[config.mk]
export PLATFORM = sky130hd
export DESIGN_NAME = iot_riscv_trap_ctrl_flat
export DESIGN_NICKNAME = d
export VERILOG_FILES = /design/src/rtl/iot_riscv_pkg.sv /design/src/rtl/iot_riscv_trap_ctrl_if.sv /design/src/rtl/iot_riscv_trap_prio.sv /design/src/rtl/iot_riscv_trap_ctrl.sv /design/src/flat_wrapper.sv
export SDC_FILE = /design/constraint.sdc
export NUM_CORES = 1
export LEC_CHECK = 0
export ABC_AREA = 1
export CAP_MARGIN = 20
export CELL_PAD_IN_SITES_DETAIL_PLACEMENT = 1
export CELL_PAD_IN_SITES_GLOBAL_PLACEMENT = 1
export CORE_MARGIN = 1
export CORE_UTILIZATION = 27
export DETAILED_ROUTE_END_ITERATION = 12
export GPL_TIMING_DRIVEN = 0
export PLACE_DENSITY = 0.92
export SLEW_MARGIN = 20
export SYNTH_ARGS = -nofsm -noshare
export SYNTH_HDL_FRONTEND = slang
export SYNTH_SLANG_ARGS = --single-unit
export TNS_END_PERCENT = 10
[constraint.sdc]
create_clock -name main_clk_i -period 3.4 [get_ports main_clk_i]
set_clock_uncertainty 0.2 [all_clocks]
set_input_delay 0.34 -clock main_clk_i [delete_from_list [all_inputs] [get_ports main_clk_i]]
set_output_delay 0.34 -clock main_clk_i [all_outputs]
set_load 0.1 [all_outputs]
[src/rtl/iot_riscv_pkg.sv]
// Shared types and constants for the iot_riscv machine-mode trap controller.
// Holds the trap FSM encoding, the CSR addresses it decodes and the cause codes it reports.
package iot_riscv_pkg;

    typedef enum logic [1:0] {
        ST_IDLE   = 2'd0,
        ST_DRAIN  = 2'd1,
        ST_ENTER  = 2'd2,
        ST_RETURN = 2'd3
    } trap_state_e;

    localparam logic [11:0] CSR_MSTATUS = 12'h300;
    localparam logic [11:0] CSR_MCAUSE  = 12'h342;

    localparam logic [31:0] CAUSE_ILLEGAL = 32'd2;
    localparam logic [31:0] CAUSE_EBREAK  = 32'd3;
    localparam logic [31:0] CAUSE_ECALL   = 32'd11;
    localparam logic [31:0] CAUSE_MEI     = 32'h8000_000B;

    // Vectored mode lands the external interrupt at base + 4*11.
    localparam logic [31:0] VEC_MEI_OFFSET = 32'h0000_002C;

    function automatic logic [31:0] mstatus_view(input logic mie, input logic mpie);
        return {19'd0, 2'b11, 3'd0, mpie, 3'd0, mie, 3'd0};
    endfunction

endpackage

[src/rtl/iot_riscv_trap_ctrl_if.sv]
// Signal bundle between the trap controller and its core/CSR-file neighbours.
// The master modport is the trap controller's view; slave is the surrounding core.
interface iot_riscv_trap_ctrl_if #(
    parameter int unsigned pc_size_p = 32
);
    logic                 id_valid_i;
    logic [pc_size_p-1:0] id_pc_i;
    logic                 id_illegal_i;
    logic                 id_ebreak_i;
    logic                 id_ecall_i;
    logic                 id_mret_i;
    logic                 irq_i;
    logic                 ex_busy_i;
    logic [31:0]          mtvec_i;
    logic [31:0]          mepc_i;
    logic                 csr_we_i;
    logic [11:0]          csr_addr_i;
    logic [31:0]          csr_wdata_i;
    logic                 stall_o;
    logic                 flush_o;
    logic                 redirect_o;
    logic [pc_size_p-1:0] redirect_pc_o;
    logic                 mepc_wr_o;
    logic [31:0]          mepc_wdata_o;
    logic [31:0]          mcause_o;
    logic [31:0]          mstatus_o;

    modport master (
        input  id_valid_i, id_pc_i, id_illegal_i, id_ebreak_i, id_ecall_i, id_mret_i,
        input  irq_i, ex_busy_i, mtvec_i, mepc_i, csr_we_i, csr_addr_i, csr_wdata_i,
        output stall_o, flush_o, redirect_o, redirect_pc_o, mepc_wr_o, mepc_wdata_o,
        output mcause_o, mstatus_o
    );

    modport slave (
        output id_valid_i, id_pc_i, id_illegal_i, id_ebreak_i, id_ecall_i, id_mret_i,
        output irq_i, ex_busy_i, mtvec_i, mepc_i, csr_we_i, csr_addr_i, csr_wdata_i,
        input  stall_o, flush_o, redirect_o, redirect_pc_o, mepc_wr_o, mepc_wdata_o,
        input  mcause_o, mstatus_o
    );

endinterface

[src/rtl/iot_riscv_trap_prio.sv]
// Combinational trap priority encoder: an enabled interrupt beats illegal > ebreak > ecall,
// and mret is only honoured when nothing traps.
module iot_riscv_trap_prio
    import iot_riscv_pkg::*;
(
    input  logic        valid,
    input  logic        illegal,
    input  logic        ebreak,
    input  logic        ecall,
    input  logic        mret,
    input  logic        irq,
    input  logic        mie,
    output logic        take,
    output logic        is_irq,
    output logic        is_ret,
    output logic [31:0] cause
);

    // Pick the single highest-priority event for the decode-stage instruction.
    always_comb begin
        take   = 1'b0;
        is_irq = 1'b0;
        is_ret = 1'b0;
        cause  = 32'd0;
        if (valid && irq && mie) begin
            take   = 1'b1;
            is_irq = 1'b1;
            cause  = CAUSE_MEI;
        end else if (valid && illegal) begin
            take  = 1'b1;
            cause = CAUSE_ILLEGAL;
        end else if (valid && ebreak) begin
            take  = 1'b1;
            cause = CAUSE_EBREAK;
        end else if (valid && ecall) begin
            take  = 1'b1;
            cause = CAUSE_ECALL;
        end else if (valid && mret) begin
            is_ret = 1'b1;
        end else begin
            is_ret = 1'b0;
        end
    end

endmodule

[src/rtl/iot_riscv_trap_ctrl.sv]
// Machine-mode trap controller: detects traps/mret in decode, drains execute, then redirects
// fetch while owning mstatus.MIE/MPIE and mcause.
module iot_riscv_trap_ctrl
    import iot_riscv_pkg::*;
#(
    parameter int unsigned pc_size_p = 32
) (
    input  logic                 main_clk_i,
    input  logic                 main_rst_an_i,
    iot_riscv_trap_ctrl_if.master bus
);

    trap_state_e          state_r;
    trap_state_e          state_nxt_s;

    logic                 prio_take_s;
    logic                 prio_is_irq_s;
    logic                 prio_is_ret_s;
    logic [31:0]          prio_cause_s;

    logic                 latch_s;
    logic [31:0]          cause_r;
    logic [pc_size_p-1:0] pc_r;
    logic                 irq_r;
    logic                 ret_r;

    logic                 mie_r;
    logic                 mpie_r;
    logic [31:0]          mcause_r;
    logic                 mie_nxt_s;
    logic                 mpie_nxt_s;
    logic [31:0]          mcause_nxt_s;

    logic                 stall_s;
    logic                 flush_s;
    logic                 redirect_s;
    logic                 mepc_wr_s;
    logic [pc_size_p-1:0] redirect_pc_s;
    logic [31:0]          mepc_wdata_s;

    logic [31:0]          base_s;
    logic [31:0]          trap_target_s;
    logic [31:0]          ret_target_s;
    logic                 csr_mstatus_we_s;
    logic                 csr_mcause_we_s;

    iot_riscv_trap_prio u_prio (
        .valid   (bus.id_valid_i),
        .illegal (bus.id_illegal_i),
        .ebreak  (bus.id_ebreak_i),
        .ecall   (bus.id_ecall_i),
        .mret    (bus.id_mret_i),
        .irq     (bus.irq_i),
        .mie     (mie_r),
        .take    (prio_take_s),
        .is_irq  (prio_is_irq_s),
        .is_ret  (prio_is_ret_s),
        .cause   (prio_cause_s)
    );

    assign base_s           = {bus.mtvec_i[31:2], 2'b00};
    assign trap_target_s    = (irq_r && (bus.mtvec_i[1:0] == 2'b01)) ? (base_s + VEC_MEI_OFFSET) : base_s;
    assign ret_target_s     = bus.mepc_i & 32'hFFFF_FFFC;
    assign csr_mstatus_we_s = bus.csr_we_i && (bus.csr_addr_i == CSR_MSTATUS);
    assign csr_mcause_we_s  = bus.csr_we_i && (bus.csr_addr_i == CSR_MCAUSE);

    // Trap FSM state register.
    always_ff @(posedge main_clk_i or negedge main_rst_an_i) begin
        if (!main_rst_an_i) begin
            state_r <= ST_IDLE;
        end else begin
            state_r <= state_nxt_s;
        end
    end

    // Next-state and pipeline-control decode; redirect data is zero unless its strobe is high.
    always_comb begin
        state_nxt_s   = state_r;
        latch_s       = 1'b0;
        stall_s       = 1'b0;
        flush_s       = 1'b0;
        redirect_s    = 1'b0;
        mepc_wr_s     = 1'b0;
        redirect_pc_s = '0;
        mepc_wdata_s  = 32'd0;
        case (state_r)
            ST_IDLE: begin
                if (prio_take_s || prio_is_ret_s) begin
                    stall_s     = 1'b1;
                    latch_s     = 1'b1;
                    state_nxt_s = ST_DRAIN;
                end else begin
                    state_nxt_s = ST_IDLE;
                end
            end
            ST_DRAIN: begin
                stall_s = 1'b1;
                if (bus.ex_busy_i) begin
                    state_nxt_s = ST_DRAIN;
                end else if (ret_r) begin
                    state_nxt_s = ST_RETURN;
                end else begin
                    state_nxt_s = ST_ENTER;
                end
            end
            ST_ENTER: begin
                stall_s       = 1'b1;
                flush_s       = 1'b1;
                redirect_s    = 1'b1;
                mepc_wr_s     = 1'b1;
                redirect_pc_s = trap_target_s[pc_size_p-1:0];
                mepc_wdata_s  = 32'(pc_r);
                state_nxt_s   = ST_IDLE;
            end
            ST_RETURN: begin
                stall_s       = 1'b1;
                flush_s       = 1'b1;
                redirect_s    = 1'b1;
                redirect_pc_s = ret_target_s[pc_size_p-1:0];
                state_nxt_s   = ST_IDLE;
            end
            default: begin
                state_nxt_s = ST_IDLE;
            end
        endcase
    end

    // Capture the detected event so DRAIN can ignore the decode inputs.
    always_ff @(posedge main_clk_i or negedge main_rst_an_i) begin
        if (!main_rst_an_i) begin
            cause_r <= 32'd0;
            pc_r    <= '0;
            irq_r   <= 1'b0;
            ret_r   <= 1'b0;
        end else if (latch_s) begin
            cause_r <= prio_cause_s;
            pc_r    <= bus.id_pc_i;
            irq_r   <= prio_is_irq_s;
            ret_r   <= prio_is_ret_s;
        end
    end

    // CSR field updates: trap entry/return take precedence over a same-cycle CSR write.
    always_comb begin
        mie_nxt_s    = mie_r;
        mpie_nxt_s   = mpie_r;
        mcause_nxt_s = mcause_r;
        if (state_r == ST_ENTER) begin
            mie_nxt_s    = 1'b0;
            mpie_nxt_s   = mie_r;
            mcause_nxt_s = cause_r;
        end else if (state_r == ST_RETURN) begin
            mie_nxt_s  = mpie_r;
            mpie_nxt_s = 1'b1;
            if (csr_mcause_we_s) begin
                mcause_nxt_s = bus.csr_wdata_i;
            end else begin
                mcause_nxt_s = mcause_r;
            end
        end else begin
            if (csr_mstatus_we_s) begin
                mie_nxt_s  = bus.csr_wdata_i[3];
                mpie_nxt_s = bus.csr_wdata_i[7];
            end else begin
                mie_nxt_s  = mie_r;
                mpie_nxt_s = mpie_r;
            end
            if (csr_mcause_we_s) begin
                mcause_nxt_s = bus.csr_wdata_i;
            end else begin
                mcause_nxt_s = mcause_r;
            end
        end
    end

    // Architectural mstatus/mcause state.
    always_ff @(posedge main_clk_i or negedge main_rst_an_i) begin
        if (!main_rst_an_i) begin
            mie_r    <= 1'b0;
            mpie_r   <= 1'b0;
            mcause_r <= 32'd0;
        end else begin
            mie_r    <= mie_nxt_s;
            mpie_r   <= mpie_nxt_s;
            mcause_r <= mcause_nxt_s;
        end
    end

    assign bus.stall_o       = stall_s;
    assign bus.flush_o       = flush_s;
    assign bus.redirect_o    = redirect_s;
    assign bus.redirect_pc_o = redirect_pc_s;
    assign bus.mepc_wr_o     = mepc_wr_s;
    assign bus.mepc_wdata_o  = mepc_wdata_s;
    assign bus.mcause_o      = mcause_r;
    assign bus.mstatus_o     = mstatus_view(mie_r, mpie_r);

endmodule

[src/flat_wrapper.sv]
// flat-port wrapper written by rule: the top's interface ports become plain ports
module iot_riscv_trap_ctrl_flat import iot_riscv_pkg::*;
#(
    parameter int unsigned pc_size_p = 32
)
  (main_clk_i, main_rst_an_i, bus_id_valid_i, bus_id_pc_i, bus_id_illegal_i, bus_id_ebreak_i, bus_id_ecall_i, bus_id_mret_i, bus_irq_i, bus_ex_busy_i, bus_mtvec_i, bus_mepc_i, bus_csr_we_i, bus_csr_addr_i, bus_csr_wdata_i, bus_stall_o, bus_flush_o, bus_redirect_o, bus_redirect_pc_o, bus_mepc_wr_o, bus_mepc_wdata_o, bus_mcause_o, bus_mstatus_o);
  iot_riscv_trap_ctrl_if #(.pc_size_p(pc_size_p)) bus_i ();
  input  logic main_clk_i;
  input  logic main_rst_an_i;
  input wire logic [$bits(bus_i.id_valid_i)-1:0] bus_id_valid_i;
  input wire logic [$bits(bus_i.id_pc_i)-1:0] bus_id_pc_i;
  input wire logic [$bits(bus_i.id_illegal_i)-1:0] bus_id_illegal_i;
  input wire logic [$bits(bus_i.id_ebreak_i)-1:0] bus_id_ebreak_i;
  input wire logic [$bits(bus_i.id_ecall_i)-1:0] bus_id_ecall_i;
  input wire logic [$bits(bus_i.id_mret_i)-1:0] bus_id_mret_i;
  input wire logic [$bits(bus_i.irq_i)-1:0] bus_irq_i;
  input wire logic [$bits(bus_i.ex_busy_i)-1:0] bus_ex_busy_i;
  input wire logic [$bits(bus_i.mtvec_i)-1:0] bus_mtvec_i;
  input wire logic [$bits(bus_i.mepc_i)-1:0] bus_mepc_i;
  input wire logic [$bits(bus_i.csr_we_i)-1:0] bus_csr_we_i;
  input wire logic [$bits(bus_i.csr_addr_i)-1:0] bus_csr_addr_i;
  input wire logic [$bits(bus_i.csr_wdata_i)-1:0] bus_csr_wdata_i;
  output wire logic [$bits(bus_i.stall_o)-1:0] bus_stall_o;
  output wire logic [$bits(bus_i.flush_o)-1:0] bus_flush_o;
  output wire logic [$bits(bus_i.redirect_o)-1:0] bus_redirect_o;
  output wire logic [$bits(bus_i.redirect_pc_o)-1:0] bus_redirect_pc_o;
  output wire logic [$bits(bus_i.mepc_wr_o)-1:0] bus_mepc_wr_o;
  output wire logic [$bits(bus_i.mepc_wdata_o)-1:0] bus_mepc_wdata_o;
  output wire logic [$bits(bus_i.mcause_o)-1:0] bus_mcause_o;
  output wire logic [$bits(bus_i.mstatus_o)-1:0] bus_mstatus_o;
  assign bus_i.id_valid_i = bus_id_valid_i;
  assign bus_i.id_pc_i = bus_id_pc_i;
  assign bus_i.id_illegal_i = bus_id_illegal_i;
  assign bus_i.id_ebreak_i = bus_id_ebreak_i;
  assign bus_i.id_ecall_i = bus_id_ecall_i;
  assign bus_i.id_mret_i = bus_id_mret_i;
  assign bus_i.irq_i = bus_irq_i;
  assign bus_i.ex_busy_i = bus_ex_busy_i;
  assign bus_i.mtvec_i = bus_mtvec_i;
  assign bus_i.mepc_i = bus_mepc_i;
  assign bus_i.csr_we_i = bus_csr_we_i;
  assign bus_i.csr_addr_i = bus_csr_addr_i;
  assign bus_i.csr_wdata_i = bus_csr_wdata_i;
  assign bus_stall_o = bus_i.stall_o;
  assign bus_flush_o = bus_i.flush_o;
  assign bus_redirect_o = bus_i.redirect_o;
  assign bus_redirect_pc_o = bus_i.redirect_pc_o;
  assign bus_mepc_wr_o = bus_i.mepc_wr_o;
  assign bus_mepc_wdata_o = bus_i.mepc_wdata_o;
  assign bus_mcause_o = bus_i.mcause_o;
  assign bus_mstatus_o = bus_i.mstatus_o;
  iot_riscv_trap_ctrl #(.pc_size_p(pc_size_p)) u_core (.main_clk_i(main_clk_i), .main_rst_an_i(main_rst_an_i), .bus(bus_i));
endmodule
==> results of run 1 <==
area by class of cell:
type	instances	area [sq um]	share of cell area, %
clock inverter	6	42.5	0.540
multi-input combinational	516	2370	30.0
sequential	73	1830	23.2
clock buffer	10	239	3.03
inverter	82	308	3.91
buffer	62	449	5.70
tap	225	282	3.57
timing repair buffer	249	2360	30.0
registers in the layout, indices dropped and copies added (netlist names):
signal,cells
u_core.cause_r,4
u_core.ret_r,1
u_core.state_r,2
u_core.bus.mcause_o,32
u_core.pc_r,32
u_core.mpie_r,1
u_core.mie_r,1
critical path: cells and delay by family:
kind / cells / cell delay [ps]
AO/OA/AOI/OAI: 1 / 180
AND/OR/NAND/NOR: 7 / 900
buffers and inverters: 4 / 1250
adder cells (fa/ha/maj): 1 / 190
worst max-delay path by stage:
stage                      start                     to  slack, ps
2_1_floorplan     bus_mtvec_i[2]  bus_redirect_pc_o[28]       -520
5_1_grt           bus_mtvec_i[2]  bus_redirect_pc_o[28]       -140
4_1_cts        u_core.state_r[1]   bus_mepc_wdata_o[27]        0.1
3_5_place_dp      bus_mtvec_i[2]  bus_redirect_pc_o[28]       -580
6_report          bus_mtvec_i[2]  bus_redirect_pc_o[28]        -10
3_3_place_gp       main_rst_an_i           u_core.mie_r       -830
per-stage QoR:
stage / TNS (ps) / total power [mW] / area [sq um] / utilization (%) / worst slack [ps]
2_1_floorplan: -1770 / 3.89 / 4940 / - / -518
3_3_place_gp: -65610 / 4.77 / 7700 / 44.2 / -826
3_5_place_dp: -6940 / 4.84 / 7720 / 44.3 / -580
4_1_cts: 0 / 5.68 / 8020 / 46.0 / 0.113
5_1_grt: -276 / 5.87 / 7880 / 45.2 / -139
6_report: -13.1 / 5.60 / 7880 / 45.2 / -13.1
placed cells by master, fill, tap and decap left out, types with 20 or more instances in the layout:
cell / Yosys / layout
conb_1: 2 / 32
clkbuf_2: 0 / 26
nand3_1: 64 / 64
o21ai_0: 21 / 20
dfrtp_1: 73 / 73
buf_4: 37 / 38
inv_1: 79 / 79
nand2_1: 213 / 213
a21oi_1: 22 / 22
nor2_1: 98 / 98
clkdlybuf4s50_1: 0 / 186
per-layer routing:
layer | global-route usage [%] | part of all wire [%] | up-vias
li1 | - | - | 2720
met1 | 22.1 | 39 | 2625
met2 | 38.1 | 52 | 191
met3 | 5.20 | 7.3 | 18
met4 | 5.18 | 1.4 | 0
met5 | 0 | 0 | -
report_power, final:
part           switching, mW  internal (mW)  leakage, nW  total [mW]
combinational           2.67          0.797         2.96        3.47
sequential             0.101           1.12        0.906        1.22
clock                  0.388          0.515        0.135       0.903
cell families after synthesis:
logic type      after synthesis
fa+ha+maj                     1
buf+inv                     144
compound gates               71
other cells                   2
simple gates                412
flops                        73
timing repair:
item	4_1_cts	5_1_grt
hold buffers	1	0
gates resized for setup	121	53
endpoints found under the setup margin	60	37
setup buffers	0	0
endpoints found under the hold margin	29	0
==> impl_metrics.prom, run 1 <==
# TYPE chip_impl_metric gauge
chip_impl_info{name="status",value="finished, violations left"} 1
chip_impl_info{name="violations",value="setup timing"} 1
chip_impl_metric{name="cts_max_level",unit=""} 3
chip_impl_metric{name="timing.final.setup_violations",unit=""} 1
chip_impl_info{name="worstHoldPathType",value="primary input to async pin"} 1
chip_impl_metric{name="placement.io_buffers",unit=""} 247
chip_impl_metric{name="final.min_clock_period",unit="ps"} 3410
chip_impl_metric{name="clock_sinks",unit=""} 73
chip_impl_metric{name="dp.final_hpwl",unit="microns"} 15300
chip_impl_info{name="rr_startpoint",value="u_core.state_r[1]"} 1
chip_impl_metric{name="layout.filler_cells",unit=""} 2247
chip_impl_metric{name="synth_seq_cells",unit=""} 73
chip_impl_metric{name="post-place-cells",unit=""} 1206
chip_impl_metric{name="ios",unit=""} 282
chip_impl_metric{name="synth-simple-area-share",unit="%"} 37.0
chip_impl_info{name="synth_top_cell_by_area",value="dfrtp_1"} 1
chip_impl_metric{name="gpl.final_weighted_congestion",unit=""} 0.899
chip_impl_metric{name="timing.reg2reg.setup_slack",unit="ps"} 1560
chip_impl_info{name="tritoncts",value="done"} 1
chip_impl_metric{name="synth_seq_area_share",unit="%"} 37.8
chip_impl_info{name="cp_slowest_cell",value="clkdlybuf4s15_2"} 1
chip_impl_info{name="synth.top_cells.by_count",value="nand2_1 (213), nor2_1 (98), inv_1 (79), dfrtp_1 (73), nand3_1 (64)"} 1
chip_impl_metric{name="global_route.usage.total",unit="%"} 20.2
chip_impl_metric{name="synth_area_in_adders",unit="%"} 0.259
chip_impl_metric{name="viasPerCell",unit=""} 4.54
chip_impl_info{name="synth_top_family_by_area",value="simple AND/OR/NAND/NOR gates"} 1
chip_impl_metric{name="wirelength",unit="microns"} 18800
chip_impl_info{name="worst_path_most_repeated_cell",value="nand2_1"} 1
chip_impl_metric{name="finalCritPeriodShare",unit="%"} 100
chip_impl_metric{name="grt_pass1_wl",unit="microns"} 29000
chip_impl_metric{name="power.ir.vdd_worst",unit="mV"} 0.337
chip_impl_info{name="yosys_most_used_dff",value="dfrtp_1"} 1
chip_impl_metric{name="layout-area-overhead-vs-synth",unit="%"} 63.0
chip_impl_metric{name="grt-ovfl-total",unit=""} 0
chip_impl_metric{name="final-instance-count-excl-fill",unit=""} 1223
chip_impl_metric{name="synthMuxAreaShare",unit="%"} 0
chip_impl_metric{name="die_height",unit="microns"} 136
chip_impl_metric{name="postSynthAreaPerCell",unit="sq um"} 6.87
chip_impl_metric{name="site_rows",unit=""} 48
chip_impl_metric{name="synth_edf_count",unit=""} 0
chip_impl_metric{name="count_of_nets_after_finishing",unit=""} 1144
chip_impl_metric{name="clkSlewWorstSetupHoldPaths",unit="ps"} 60
chip_impl_metric{name="core",unit="sq um"} 17400
chip_impl_metric{name="worst_skew_pair.late_latency",unit="ps"} 330
chip_impl_info{name="worst-setup-path-type",value="primary input to output pin"} 1
chip_impl_metric{name="synth-compound-area-share",unit="%"} 9.14
chip_impl_metric{name="timing.critical_path.required",unit="ps"} 2860
chip_impl_metric{name="power_density",unit="nW/um^2"} 711
chip_impl_metric{name="achievable-frequency",unit="GHz"} 0.293
chip_impl_info{name="critPathCaptureType",value="output pin"} 1
chip_impl_metric{name="die_width",unit="microns"} 136
chip_impl_info{name="reg2reg_to",value="u_core.bus.mcause_o[24]"} 1
chip_impl_metric{name="first_global_vias",unit=""} 5728
chip_impl_metric{name="drt-wirelength-per-cell",unit="microns"} 15.4
chip_impl_metric{name="leakagePower",unit="nW"} 4.00
chip_impl_metric{name="max_fanout_on_critical_path",unit=""} 5
chip_impl_metric{name="number_of_antenna_violations_at_the_first_check_in_global_routing",unit=""} 1
chip_impl_metric{name="grt_start_max_net_pins",unit=""} 45
chip_impl_metric{name="synthesis.instances",unit=""} 703
chip_impl_metric{name="maxCapViolCount",unit=""} 0
chip_impl_info{name="synth.top_cells.by_area",value="dfrtp_1 (38%), nand2_1 (17%), nor2_1 (7.6%)"} 1
chip_impl_metric{name="crit_path_max_incr_delay",unit="ps"} 590
chip_impl_metric{name="drc_marker_count_from_the_first_detailed_route_iteration",unit=""} 146
chip_impl_metric{name="drt_drc_violations_left",unit=""} 0
chip_impl_metric{name="floorplan.initialDensity",unit="%"} 27.7
chip_impl_metric{name="synth_xor_xnor_area_share",unit="%"} 0
chip_impl_metric{name="synthesis.area",unit="sq um"} 4830
chip_impl_metric{name="finalHoldWorstSlack",unit="ps"} 276
chip_impl_metric{name="worst_ep_arrival_time",unit="ps"} 2870
chip_impl_metric{name="tritoncts.num_buffers",unit=""} 9
chip_impl_metric{name="ys_warn_count",unit=""} 0
chip_impl_info{name="timing.critical_path.from_type",value="primary input"} 1
chip_impl_metric{name="setup_slack",unit="ps"} -13.1
chip_impl_metric{name="slew_violations",unit=""} 0
chip_impl_metric{name="reg2reg_depth",unit=""} 8
chip_impl_metric{name="worst_slew_pin_slew",unit="ps"} 1040
chip_impl_metric{name="netlist.area_leader.share",unit="%"} 37.8
chip_impl_metric{name="post_route_cells_drive_above_1_share",unit="%"} 15.8
chip_impl_metric{name="floorplan_die_area",unit="sq um"} 18400
chip_impl_info{name="synthMostInstantiatedCell",value="nand2_1"} 1
chip_impl_metric{name="antenna-diode-count",unit=""} 0
chip_impl_metric{name="detail-route-antenna-nets",unit=""} 0
chip_impl_info{name="unrepaired_setup_endpoints_after_global_routing",value="true"} 1
chip_impl_info{name="root_buffer",value="clkbuf_16"} 1
chip_impl_metric{name="postSynth.asyncResetShare",unit="%"} 100
chip_impl_metric{name="slew-limit-headroom",unit="%"} 30.5
chip_impl_metric{name="final_hold_viol_count",unit=""} 0
chip_impl_metric{name="cts_buffer_depth",unit=""} 2
chip_impl_info{name="worstPathCellList",value="clkdlybuf4s50_1 -> inv_1 -> ha_1 -> inv_1 -> nand2_1 -> nand2_1 -> nand3_4 -> nor2_1 -> nand2_1 -> nand2_1 -> nand2_1 -> o21ai_0 -> clkdlybuf4s15_2"} 1
chip_impl_metric{name="num_vias",unit=""} 5554
chip_impl_metric{name="drt_pre_antenna_iters",unit=""} 4
chip_impl_metric{name="synth_cell_type_count",unit=""} 34
No activity file was read; power rests on OpenSTA's default activity.
==> run 2: changes to the inputs <==
--- a/config.mk
+++ b/config.mk
@@ -11,6 +11,7 @@
 export CELL_PAD_IN_SITES_GLOBAL_PLACEMENT = 1
 export CORE_MARGIN = 1
 export CORE_UTILIZATION = 27
+export CTS_CLUSTER_SIZE = 10
 export DETAILED_ROUTE_END_ITERATION = 12
 export GPL_TIMING_DRIVEN = 0
 export PLACE_DENSITY = 0.92
==> constraint.sdc (replaced) <==
create_clock -name main_clk_i -period 4.13 [get_ports main_clk_i]
set_clock_uncertainty 0.2 [all_clocks]
set_input_delay 0.413 -clock main_clk_i [delete_from_list [all_inputs] [get_ports main_clk_i]]
set_output_delay 0.413 -clock main_clk_i [all_outputs]
set_load 0.1 [all_outputs]
==> run 2 against run 1 <==
The flow now finishes without violations; sequential share of layout area down 0.47 points; total power down 14%; non-clock buffer count unchanged; clock power down 8.6%; global-route usage up 0.37 points; utilization up 0.93 points; worst hold slack worse by 3.2 ps; die area unchanged; setup slack better by 130 ps; clock-buffer cell count unchanged; critical path type unchanged; critical endpoint is now bus_redirect_pc_o[20].
==> impl_metrics.prom, run 2 (synthesis gave the netlist of run 1 again) <==
# TYPE chip_impl_metric gauge
chip_impl_info{name="timing.critical_path.from_type",value="primary input"} 1
chip_impl_metric{name="grt_pass1_wl",unit="microns"} 29600
chip_impl_metric{name="timing.reg2reg.setup_slack",unit="ps"} 2240
chip_impl_info{name="critical_path.top_delay_family",value="buffers and inverters"} 1
chip_impl_info{name="status",value="completed"} 1
chip_impl_metric{name="wl_met3",unit="microns"} 1380
chip_impl_metric{name="stdcell_area",unit="sq um"} 8040
chip_impl_metric{name="num_vias",unit=""} 5555
chip_impl_info{name="root_buffer",value="clkbuf_16"} 1
chip_impl_info{name="worstPathCellList",value="clkdlybuf4s50_1 -> inv_1 -> ha_1 -> inv_1 -> nand2_1 -> nand2_1 -> nand3_4 -> nor3_4 -> nand2_1 -> nand2_1 -> nand3_1 -> nand2_1 -> clkdlybuf4s50_1"} 1
chip_impl_info{name="worstHoldPathType",value="register to register"} 1
chip_impl_metric{name="drt_pre_antenna_iters",unit=""} 4
chip_impl_metric{name="post_route_cells_drive_above_1_share",unit="%"} 10.7
chip_impl_metric{name="gpl.final_weighted_congestion",unit=""} 0.868
chip_impl_metric{name="grt_start_max_net_pins",unit=""} 41
chip_impl_info{name="worst_path_most_repeated_cell",value="nand2_1"} 1
chip_impl_info{name="top_signal_layer_used",value="met4"} 1
chip_impl_metric{name="count_of_nets_after_finishing",unit=""} 1144
chip_impl_metric{name="drt-wirelength-per-cell",unit="microns"} 15.5
chip_impl_metric{name="detail-route-antenna-nets",unit=""} 0
chip_impl_info{name="tritoncts",value="done"} 1
chip_impl_metric{name="core",unit="sq um"} 17400
chip_impl_metric{name="worst_slew_pin_slew",unit="ps"} 1030
chip_impl_metric{name="share_of_the_core_filled_with_cells_in_the_final_layout",unit="%"} 46.2
chip_impl_metric{name="floorplan_die_area",unit="sq um"} 18400
chip_impl_metric{name="number_of_antenna_violations_at_the_first_check_in_global_routing",unit=""} 0
chip_impl_metric{name="clock_sinks",unit=""} 73
chip_impl_metric{name="dp_worst_setup_slack",unit="ps"} -58.7
chip_impl_metric{name="achievable-frequency",unit="GHz"} 0.249
chip_impl_metric{name="ios",unit=""} 282
chip_impl_metric{name="met1_length",unit="microns"} 7270
chip_impl_info{name="crit_start",value="bus_mtvec_i[2]"} 1
chip_impl_info{name="cp_slowest_cell",value="clkdlybuf4s50_1"} 1
chip_impl_metric{name="p_total",unit="mW"} 4.81
chip_impl_metric{name="slew-limit-headroom",unit="%"} 31.1
chip_impl_metric{name="wirelength",unit="microns"} 18900
chip_impl_metric{name="multi_input_comb_area",unit="sq um"} 2360
chip_impl_metric{name="timing.final.setup_violations",unit=""} 0
chip_impl_metric{name="drt_drc_violations_left",unit=""} 0
chip_impl_metric{name="post_cts.repair.setup_buffers",unit=""} 0
chip_impl_metric{name="timing.critical_path.buf_inv",unit=""} 4
chip_impl_metric{name="final_hold_viol_count",unit=""} 0
chip_impl_metric{name="wl_met2",unit="microns"} 9830
chip_impl_metric{name="tritoncts.num_buffers",unit=""} 9
chip_impl_metric{name="drc_marker_count_from_the_first_detailed_route_iteration",unit=""} 124
chip_impl_metric{name="setup_slack",unit="ps"} 115
chip_impl_metric{name="maxCapViolCount",unit=""} 0
chip_impl_metric{name="power_density",unit="nW/um^2"} 599
chip_impl_metric{name="worst_skew_pair.late_latency",unit="ps"} 330
chip_impl_metric{name="final.min_clock_period",unit="ps"} 4020
chip_impl_metric{name="layout-area-overhead-vs-synth",unit="%"} 66.4
chip_impl_info{name="critPathCaptureType",value="output pin"} 1
chip_impl_metric{name="power.ir.vdd_worst",unit="mV"} 0.272
chip_impl_metric{name="global_route.usage.total",unit="%"} 20.6
chip_impl_metric{name="floorplan.initialDensity",unit="%"} 27.7
chip_impl_metric{name="die_width",unit="microns"} 136
chip_impl_info{name="worst-setup-path-type",value="primary input to output pin"} 1
chip_impl_metric{name="timing.critical_path.required",unit="ps"} 3520
chip_impl_info{name="layout_commonest_cell",value="clkdlybuf4s50_1"} 1
chip_impl_metric{name="dp.final_hpwl",unit="microns"} 15500
chip_impl_metric{name="cts_max_level",unit=""} 3
chip_impl_metric{name="antenna-diode-count",unit=""} 0
chip_impl_metric{name="viasPerCell",unit=""} 4.55
chip_impl_metric{name="layout.filler_cells",unit=""} 2186
chip_impl_metric{name="cts_buffer_depth",unit=""} 2
chip_impl_info{name="worst_hold_startpoint",value="u_core.bus.mcause_o[3]"} 1
chip_impl_metric{name="clkSlewWorstSetupHoldPaths",unit="ps"} 60
chip_impl_metric{name="leakagePower",unit="nW"} 3.97
chip_impl_metric{name="site_rows",unit=""} 48
chip_impl_metric{name="crit_path_max_incr_delay",unit="ps"} 1120
chip_impl_metric{name="timing.setup.tns",unit="ps"} 0
chip_impl_metric{name="worst_ep_arrival_time",unit="ps"} 3400
chip_impl_info{name="rr_startpoint",value="u_core.state_r[1]"} 1
chip_impl_metric{name="max_fanout_on_critical_path",unit=""} 10
chip_impl_metric{name="slew_violations",unit=""} 0
chip_impl_metric{name="seqCellArea",unit="sq um"} 1830
chip_impl_info{name="mostFrequentLayoutCells",value="clkdlybuf4s50_1 (242), nand2_1 (213), nor2_1 (98), inv_1 (79), dfrtp_1 (73)"} 1
chip_impl_info{name="unrepaired_setup_endpoints_after_global_routing",value="false"} 1
chip_impl_metric{name="finalCritPeriodShare",unit="%"} 97.2
chip_impl_metric{name="first_global_vias",unit=""} 5888
chip_impl_metric{name="placement.io_buffers",unit=""} 247
chip_impl_metric{name="detailed_place.area",unit="sq um"} 7720
chip_impl_metric{name="grt-ovfl-total",unit=""} 0
chip_impl_metric{name="die_height",unit="microns"} 136
[run 2: cell types whose count changed in the layout (fill, tap and decap cells not counted), moves of 2 or more]
cell,before,now
clkdlybuf4s15_1,3,0
clkbuf_2,26,0
clkdlybuf4s15_2,16,0
dlymetal6s2s_1,0,2
clkdlybuf4s50_1,186,242
buf_2,12,8
dlygate4sd2_1,9,2
bufinv_16,0,2
[run 2: worst paths after layout]
check,cells past startpoint,endpoint
max,13,bus_redirect_pc_o[20]
min,2,u_core.bus.mcause_o[3]
min reg2reg,2,u_core.bus.mcause_o[3]
max reg2reg,8,u_core.bus.mcause_o[9]
max in group asynchronous,3,u_core.state_r[0]
min in group asynchronous,2,u_core.bus.mcause_o[29]
[run 2: where the power goes]
| group | internal [mW] | switching [mW] |
|---|---|---|
| logic | 0.745 | 2.23 |
| registers | 0.926 | 0.0910 |
| clock network | 0.526 | 0.299 |
[run 2: worst min-delay path: stages, from the launching register on]
cell and delay (ps):
dfrtp_1 340, nand2_1 60, nand2_1 50
[run 2: metal layers]
layer | global-route usage, % | vias to the layer above
li1 | - | 2718
met1 | 22.1 | 2607
met2 | 38.4 | 200
met3 | 5.27 | 30
met4 | 7.37 | 0
met5 | 0 | -
[run 2: cell type report]
cell class	instances	area share, %
repair buffers	249	31.1
multi-input cells	516	29.4
flip-flops and latches	73	22.7
plain buffers	62	5.59
inverters	82	3.83
well taps	225	3.50
clock buffers	10	2.85
clock inverters	5	1.01
[run 2: repair_timing]
item | 4_1_cts | 5_1_grt
setup endpoints to repair | 2 | 2
hold buffers | 1 | 0
endpoints found under the hold margin | 33 | 0
resized for setup | 2 | 2
[run 2: per-stage QoR]
stage	hold slack [ps]	std cells
6_report	273	1222
5_1_grt	293	1222
4_1_cts	275	1222
3_5_place_dp	195	1206
3_3_place_gp	252	1205
2_1_floorplan	-82.6	733
==> run 3: changes to the inputs <==
==> constraint.sdc (replaced) <==
create_clock -name main_clk_i -period 4.88 [get_ports main_clk_i]
set_clock_uncertainty 0.2 [all_clocks]
set_input_delay 0.488 -clock main_clk_i [delete_from_list [all_inputs] [get_ports main_clk_i]]
set_output_delay 0.488 -clock main_clk_i [all_outputs]
set_load 0.1 [all_outputs]
==> run 3 against run 2 <==
Cell area hardly changed; worst hold slack about the same; largest power group unchanged; register-to-register slack better by 730 ps; first-iteration DRC count increased by 2.4%; sequential power down 16%; via count is the same; combinational power fell by 15%.
==> impl_metrics.prom, run 3 (synthesis gave the netlist of run 1 again) <==
# TYPE chip_impl_metric gauge
chip_impl_metric{name="stdcell_area",unit="sq um"} 8040
chip_impl_metric{name="timing.final.setup_violations",unit=""} 0
chip_impl_metric{name="post_cts_resized",unit=""} 0
chip_impl_metric{name="viasPerCell",unit=""} 4.55
chip_impl_metric{name="detailed_place.area",unit="sq um"} 7720
chip_impl_info{name="status",value="completed"} 1
chip_impl_info{name="unrepaired_setup_endpoints_after_global_routing",value="false"} 1
chip_impl_info{name="worstHoldPathType",value="register to register"} 1
chip_impl_metric{name="finalHoldWorstSlack",unit="ps"} 272
chip_impl_metric{name="worst_slew_pin_slew",unit="ps"} 1030
chip_impl_metric{name="drt_pre_antenna_iters",unit=""} 4
chip_impl_metric{name="die_height",unit="microns"} 136
chip_impl_metric{name="drt_drc_violations_left",unit=""} 0
chip_impl_metric{name="floorplan_die_area",unit="sq um"} 18400
chip_impl_metric{name="cts_max_level",unit=""} 3
chip_impl_metric{name="reg2reg_depth",unit=""} 8
chip_impl_info{name="critPathCaptureType",value="output pin"} 1
chip_impl_metric{name="number_of_antenna_violations_at_the_first_check_in_global_routing",unit=""} 0
chip_impl_info{name="worst_hold_startpoint",value="u_core.bus.mcause_o[3]"} 1
chip_impl_metric{name="max_fanout_on_critical_path",unit=""} 5
chip_impl_metric{name="worst_ep_arrival_time",unit="ps"} 3630
chip_impl_metric{name="floorplan.initialDensity",unit="%"} 27.7
chip_impl_info{name="timing.critical_path.from_type",value="primary input"} 1
chip_impl_metric{name="min_path_cells",unit=""} 2
chip_impl_info{name="layout_commonest_cell",value="clkdlybuf4s50_1"} 1
chip_impl_metric{name="global_route.usage.total",unit="%"} 20.6
chip_impl_metric{name="multi_input_comb_area",unit="sq um"} 2360
chip_impl_metric{name="drt-wirelength-per-cell",unit="microns"} 15.5
chip_impl_metric{name="setup_slack",unit="ps"} 565
chip_impl_metric{name="wirelength",unit="microns"} 18900
chip_impl_metric{name="cts_buffer_depth",unit=""} 2
chip_impl_metric{name="timing.reg2reg.setup_slack",unit="ps"} 2970
chip_impl_metric{name="num_vias",unit=""} 5555
chip_impl_metric{name="placement.io_buffers",unit=""} 247
chip_impl_metric{name="first_global_vias",unit=""} 5888
chip_impl_metric{name="layout-area-overhead-vs-synth",unit="%"} 66.3
chip_impl_metric{name="maxCapViolCount",unit=""} 0
chip_impl_metric{name="dp.final_hpwl",unit="microns"} 15500
chip_impl_metric{name="dp_worst_setup_slack",unit="ps"} 541
chip_impl_info{name="mostFrequentLayoutCells",value="clkdlybuf4s50_1 (246), nand2_1 (213), nor2_1 (98), inv_1 (79), dfrtp_1 (73)"} 1
chip_impl_metric{name="grt_start_max_net_pins",unit=""} 41
chip_impl_metric{name="post_route_cells_drive_above_1_share",unit="%"} 10.7
chip_impl_metric{name="slew_violations",unit=""} 0
chip_impl_info{name="rr_startpoint",value="u_core.state_r[1]"} 1
chip_impl_metric{name="grt-ovfl-total",unit=""} 0
chip_impl_info{name="root_buffer",value="clkbuf_16"} 1
chip_impl_metric{name="power.ir.vdd_worst",unit="mV"} 0.230
chip_impl_metric{name="drc_marker_count_from_the_first_detailed_route_iteration",unit=""} 127
chip_impl_metric{name="finalCritPeriodShare",unit="%"} 88.4
chip_impl_metric{name="final_hold_viol_count",unit=""} 0
chip_impl_metric{name="final.min_clock_period",unit="ps"} 4310
chip_impl_metric{name="achievable-frequency",unit="GHz"} 0.232
chip_impl_metric{name="site_rows",unit=""} 48
chip_impl_metric{name="worst_skew_pair.late_latency",unit="ps"} 330
chip_impl_metric{name="post_cts.repair.setup_buffers",unit=""} 0
chip_impl_metric{name="gpl.final_weighted_congestion",unit=""} 0.868
chip_impl_metric{name="count_of_nets_after_finishing",unit=""} 1144
chip_impl_info{name="whs_endpoint",value="u_core.bus.mcause_o[3]"} 1
chip_impl_metric{name="detail-route-antenna-nets",unit=""} 0
chip_impl_metric{name="timing.critical_path.required",unit="ps"} 4190
chip_impl_metric{name="layout.filler_cells",unit=""} 2188
chip_impl_metric{name="grt_pass1_wl",unit="microns"} 29600
chip_impl_metric{name="clkSlewWorstSetupHoldPaths",unit="ps"} 60
chip_impl_metric{name="power_density",unit="nW/um^2"} 507
chip_impl_metric{name="ios",unit=""} 282
chip_impl_metric{name="clock_sinks",unit=""} 73
chip_impl_metric{name="timing.setup.tns",unit="ps"} 0
chip_impl_metric{name="slew-limit-headroom",unit="%"} 31.1
chip_impl_metric{name="holdBufCountCts",unit=""} 1
chip_impl_metric{name="leakagePower",unit="nW"} 3.93
chip_impl_metric{name="tritoncts.num_buffers",unit=""} 9
chip_impl_info{name="reg2reg_to",value="u_core.bus.mcause_o[9]"} 1
chip_impl_metric{name="antenna-diode-count",unit=""} 0
chip_impl_metric{name="die_width",unit="microns"} 136
chip_impl_info{name="tritoncts",value="done"} 1
chip_impl_metric{name="core",unit="sq um"} 17400
chip_impl_metric{name="p_total",unit="mW"} 4.08
chip_impl_metric{name="seqCellArea",unit="sq um"} 1830
chip_impl_info{name="worst-setup-path-type",value="primary input to output pin"} 1
==> run 3: worst max-delay path: stages <==
cell and delay (ps):
clkdlybuf4s50_1 510, inv_1 80, ha_1 200, inv_1 70, nand2_1 70, nand2_1 130, nand3_4 120, nor2_1 360
nand2_1 130, nand2_1 80, nand2_1 40, o21ai_0 170, clkdlybuf4s50_1 1180
==> run 3: area by class of cell <==
cell class	instances	area share, %
clock inverters	5	1.01
multi-input cells	516	29.4
plain buffers	62	5.59
inverters	82	3.83
flip-flops and latches	73	22.7
clock buffers	10	2.85
repair buffers	249	31.1
well taps	225	3.50
==> run 3: layer usage <==
metal  wire [microns]  track usage (%)
met5                0                0
met4              472             7.37
met3             1370             5.27
met2             9810             38.4
met1             7280             22.1
==> run 3: worst max path at each step <==
stage	from	endpoint	depth (start not counted)	slack, ps
6_report	bus_mtvec_i[2]	bus_redirect_pc_o[16]	13	570
5_1_grt	bus_mtvec_i[2]	bus_redirect_pc_o[16]	13	370
2_1_floorplan	bus_mtvec_i[2]	bus_redirect_pc_o[16]	11	660
3_5_place_dp	bus_mtvec_i[2]	bus_redirect_pc_o[16]	13	540
4_1_cts	bus_mtvec_i[2]	bus_redirect_pc_o[16]	13	550
3_3_place_gp	main_rst_an_i	u_core.mie_r	1	520
==> run 3: report_power, final <==
group | switching (mW) | total, mW | internal (mW)
sequential | 0.0776 | 0.861 | 0.784
combinational | 1.88 | 2.52 | 0.634
clock | 0.253 | 0.698 | 0.445
==> run 3: metrics by stage <==
stage | cells | util [%]
2_1_floorplan | 733 | -
3_3_place_gp | 1205 | 44.2
3_5_place_dp | 1206 | 44.3
4_1_cts | 1222 | 46.1
5_1_grt | 1222 | 46.1
6_report | 1222 | 46.1
